## src/rtl/mult4_seq_ctrl.sv

```systemverilog
// Sequential shift-and-add 4x4 unsigned multiplier sharing one 4-bit ripple adder.
// Optional MULT_ZERO_SKIP_EN: a zero operand jumps straight from IDLE to DONE.

module fulladder4 (
    input  logic [3:0] InputA,
    input  logic [3:0] InputB,
    input  logic       Ci,
    output logic [3:0] S,
    output logic       Co
);
    logic carry;

    always_comb begin
        carry = Ci;
        S     = 4'd0;
        for (int i = 0; i < 4; i++) begin
            S[i]  = InputA[i] ^ InputB[i] ^ carry;
            carry = (InputA[i] & InputB[i]) | (carry & (InputA[i] ^ InputB[i]));
        end
        Co = carry;
    end
endmodule

module mult4_seq_ctrl (
    input  logic       clock,
    input  logic       reset,
    input  logic       start,
    input  logic [3:0] a,
    input  logic [3:0] b,
    output logic       busy,
    output logic       done,
    output logic [7:0] product
);
    typedef enum logic [1:0] {IDLE, RUN, DONE} state_t;

    state_t      state, state_next;
    logic [3:0]  m;
    logic [3:0]  acc;
    logic [3:0]  q;
    logic        carry;
    logic [1:0]  cnt;
    logic [3:0]  sum;
    logic        co;
    logic        zero_op;

    fulladder4 adder (
        .InputA (acc),
        .InputB (m),
        .Ci     (1'b0),
        .S      (sum),
        .Co     (co)
    );

`ifdef MULT_ZERO_SKIP_EN
    assign zero_op = (a == 4'd0) || (b == 4'd0);
`else
    assign zero_op = 1'b0;
`endif

    always_ff @(posedge clock) begin
        if (reset) begin
            state <= IDLE;
        end else begin
            state <= state_next;
        end
    end

    always_comb begin
        state_next = state;
        busy       = 1'b0;
        done       = 1'b0;
        case (state)
            IDLE: begin
                if (start) begin
                    state_next = zero_op ? DONE : RUN;
                end
            end
            RUN: begin
                busy = 1'b1;
                if (cnt == 2'd3) begin
                    state_next = DONE;
                end
            end
            DONE: begin
                busy       = 1'b1;
                done       = 1'b1;
                state_next = IDLE;
            end
            default: state_next = IDLE;
        endcase
    end

    // Datapath: the adder's carry-out becomes the top accumulator bit after each shift.
    always_ff @(posedge clock) begin
        if (reset) begin
            m       <= 4'd0;
            acc     <= 4'd0;
            q       <= 4'd0;
            carry   <= 1'b0;
            cnt     <= 2'd0;
            product <= 8'd0;
        end else begin
            case (state)
                IDLE: begin
                    if (start) begin
                        m     <= a;
                        q     <= zero_op ? 4'd0 : b;
                        acc   <= 4'd0;
                        carry <= 1'b0;
                        cnt   <= 2'd0;
                    end
                end
                RUN: begin
                    if (q[0]) begin
                        acc <= {co, sum[3:1]};
                        q   <= {sum[0], q[3:1]};
                    end else begin
                        acc <= {carry, acc[3:1]};
                        q   <= {acc[0], q[3:1]};
                    end
                    carry <= 1'b0;
                    cnt   <= cnt + 2'd1;
                end
                DONE: begin
                    product <= {acc, q};
                end
                default: ;
            endcase
        end
    end
endmodule

```

## config.mk

```make
export PLATFORM = sky130hd
export DESIGN_NAME = mult4_seq_ctrl
export DESIGN_NICKNAME = d
export VERILOG_FILES = /design/src/rtl/mult4_seq_ctrl.sv
export SDC_FILE = /design/constraint.sdc
export NUM_CORES = 1
export LEC_CHECK = 0
export BUFFER_PORTS_ARGS = -buffer_cell sky130_fd_sc_hd__buf_2
export CAP_MARGIN = 20
export CORE_MARGIN = 1
export CORE_UTILIZATION = 40
export CTS_CLUSTER_DIAMETER = 200
export CTS_CLUSTER_SIZE = 16
export DETAILED_ROUTE_END_ITERATION = 8
export GPL_TIMING_DRIVEN = 0
export PLACE_DENSITY = 0.69
export SKIP_CTS_REPAIR_TIMING = 1
export SYNTH_ARGS = -nofsm -noshare
export SYNTH_HDL_FRONTEND = slang
export SYNTH_HIERARCHICAL = 1
export SYNTH_SLANG_ARGS = --single-unit
```

## constraint.sdc

```tcl
create_clock -name clock -period 2.5 [get_ports clock]
set_input_delay 0.5 -clock clock [delete_from_list [all_inputs] [get_ports clock]]
set_output_delay 0.5 -clock clock [all_outputs]
set_load 0.03 [all_outputs]
```

==> flow_summary_export.csv <==
group,metric,value,unit
status,status,"complete, no violations",
pwr,seq_power_share,46.6,%
clock_tree,worstSkewPairLatency,330,ps
route,drc,0,
clock_tree,cts_max_path_buffers,2,
route,via_count,870,
placed_design,portBuffers,19,
worst_setup_path,ff2ff_path_depth,10,
pwr,power.density,665.3,nW/um^2
pwr,p_clk_share,31.6,%
worst_setup_path,worstSetupPathType,"reg -> reg",
logic_synthesis,avgSynthCellArea,9.620,um^2
clock_tree,clkSinkCount,24,
cells_and_area,syn2layout_area_growth,15.88,%
die,die-width,56.17,um
sta,min_period,2183,ps
worst_setup_path,arrival,2450,ps
die,rows,19,
sta,tightest_slew,509.6,ps
logic_synthesis,synthesis.area,1174,um^2
worst_setup_path,reg2reg_from,"acc[0]",
global_route,overflow,0,
sta,whs,403.1,ps
job,drv_cap,0,
sta,finClkSkew,11.25,ps
route,routedWlPerCell,12.25,um
logic_synthesis,yosysWarnings,6,
worst_setup_path,end_kind,"register",
sta,finalSetupViolCount,0,
clock_tree,cts_tree,"done",
global_route,grt_pass1_wl,3.456,mm
worst_setup_path,slowest_delay,410,ps
logic_synthesis,synthCells,122,
sta,max_freq,0.4581,GHz
sta,setup_tns,0,ps
sta,hold_viol_final,0,
die,dieArea,3155,um^2
hold_path,hp-class,"in -> reg",
cells_and_area,layout.nets,166,
worst_setup_path,path_cells,"fa_1, inv_1, fa_1, inv_1, fa_1, inv_1, fa_1, inv_1, mux2i_1, o2bb2ai_1",
route,viasPerCell,4.943,
cells_and_area,final_common_cell,"dfxtp_1",
route,drtPass1Iterations,4,
die,core-area,2758,um^2
logic_synthesis,synth_flop_cell,"dfxtp_1",
sta,fin_ws,317.1,ps
worst_setup_path,path_delay_family,"adder cells",
hold_path,min_from,"reset",
die,start_util,42.56,%
route,first_iter_violations,26,
clock_tree,cts_buffers,3,
die,io_pins,21,
logic_synthesis,yosysSeqAreaShare,40.94,%
clock_tree,cts_max_level,1,
die,die_h,56.17,um
route,drt_wl_total,2.156,mm
pwr,p_sw,0.2539,mW
pwr,swShare,28.06,%
worst_setup_path,worst_setup_path_start_kind,"register",
worst_setup_path,cp_num_buf_inv,4,
global_route,grt_start_max_net_pins,15,
sta,drv_slew,0,
worst_setup_path,rrSetupSlack,320,ps
sta,rsz0062_at_grt,"false",
clock_tree,clockRootBuffer,"clkbuf_4",
route,ant_nets,0,
pwr,ir_drop,0.6820,mV
placed_design,gp_congestion,0.7769,
logic_synthesis,ys_ff_latch,24,
placed_design,hpwl,1.637,mm
cells_and_area,final_cell_mix,"24 x dfxtp_1, 21 x buf_2, 15 x mux2i_1",
sta,finalCritPeriodShare,87.32,%
cells_and_area,antennaDiodeCount,0,
logic_synthesis,synthArstFlopShare,0,%
placed_design,place_ws,340.2,ps
hold_path,worstHoldEndpoint,"q[0]",
worst_setup_path,r2r_end,"acc[2]",
logic_synthesis,synthDistinctLibCells,25,
clock_tree,clk_pin_slew,130,ps
hold_path,holdPathStages,2,
global_route,antenna_found_initial,0,
worst_setup_path,cp.required,2760,ps
pwr,p_leak,0.5846,nW
cells_and_area,drive_above_1_share,21.38,%
pwr,p_comb_share,21.8,%
global_route,track_usage,14.19,%
worst_setup_path,critPathMaxFanout,4,
global_route,grt_pass1_vias,786,
pwr,internal_power,0.6510,mW
logic_synthesis,synth_edf_count,0,
worst_setup_path,critPathSlowestCell,"fa_1",
logic_synthesis,syn_nets,142,
sta,relSlewSlack,66.03,%
==> registers in the layout, indices dropped and copies added (netlist names) <==
name and count:
product 8, acc 4, m 4, q 4
cnt 2, state 2
==> through the flow <==
stage / instance area [um^2] / power, mW / std cells / util, %
after floorplan: 1174 / 0.5862 / 122 / -
after detailed placement: 1308 / 0.6293 / 172 / 47.41
final: 1360 / 0.9049 / 176 / 49.32
after CTS: 1360 / 0.9129 / 176 / 49.32
after global placement: 1308 / 0.6224 / 172 / 47.41
after global routing: 1360 / 0.9487 / 176 / 49.32
==> how the worst max path moves through the flow <==
| stage | slack [ps] | end | cells after the start | start |
|---|---|---|---|---|
| floorplan | 440 | acc[2] | 10 | acc[0] |
| global placement | 370 | acc[2] | 10 | acc[0] |
| detailed placement | 340 | acc[2] | 10 | acc[0] |
| CTS | 310 | acc[2] | 10 | acc[0] |
| global route | 190 | acc[2] | 10 | acc[0] |
| finish | 320 | acc[2] | 10 | acc[0] |
==> metal layers <==
metal  global-route usage, %  part of all wire (%)  vias to the layer above
li1                        -                     -                      451
met1                   15.52                    45                      403
met2                   26.02                    51                       14
met3                   5.116                   4.1                        2
met4                   3.136                  0.51                        0
met5                       0                     0                        -
==> cells by family after synthesis <==
group	share of synthesized area, %
other cells	0.3195
compound gates	10.77
buf+inv	7.889
mux	15.24
flops	40.94
simple gates	12.69
fa+ha+maj	12.15
==> area by class of cell <==
cell class	instances	area (um^2)
plain buffers	7	43.79
clock buffers	3	22.52
clock inverters	1	30.03
fillers	267	1398
inverters	13	48.80
multi-input cells	78	600.6
flip-flops and latches	24	480.5
well taps	31	38.79
repair buffers	19	95.09
==> power by group through the flow <==
stage / Clock [mW] / Sequential (mW) / Combinational, mW
floorplan: 0 / 0.430 / 0.156
global placement: 0 / 0.429 / 0.193
detailed placement: 0 / 0.430 / 0.199
CTS: 0.291 / 0.422 / 0.200
global route: 0.306 / 0.425 / 0.217
finish: 0.286 / 0.421 / 0.198
==> cell usage after synthesis (2+ instances only) <==
cell type | n | share of area, %
inv_1 | 13 | 4.2
dfxtp_1 | 24 | 41
ha_1 | 5 | 5.3
nand3_1 | 5 | 2.1
buf_2 | 2 | 0.85
nand2b_1 | 2 | 1.1
fa_1 | 4 | 6.8
o2bb2ai_1 | 3 | 2.2
nor2_1 | 13 | 4.2
buf_4 | 2 | 1.3
nand2_1 | 8 | 2.6
nand3b_1 | 2 | 1.3
clkbuf_1 | 2 | 0.64
a21oi_1 | 9 | 3.8
a211oi_1 | 4 | 2.6
mux2i_1 | 15 | 13
==> worst register-to-register path: stages (launching register included) <==
cell and delay [ps]:
dfxtp_1 370, fa_1 410, inv_1 80, fa_1 160, inv_1 50, fa_1 350, inv_1 70, fa_1 400
inv_1 60, mux2i_1 60, o2bb2ai_1 120
Power figures use the tool's default switching activity.
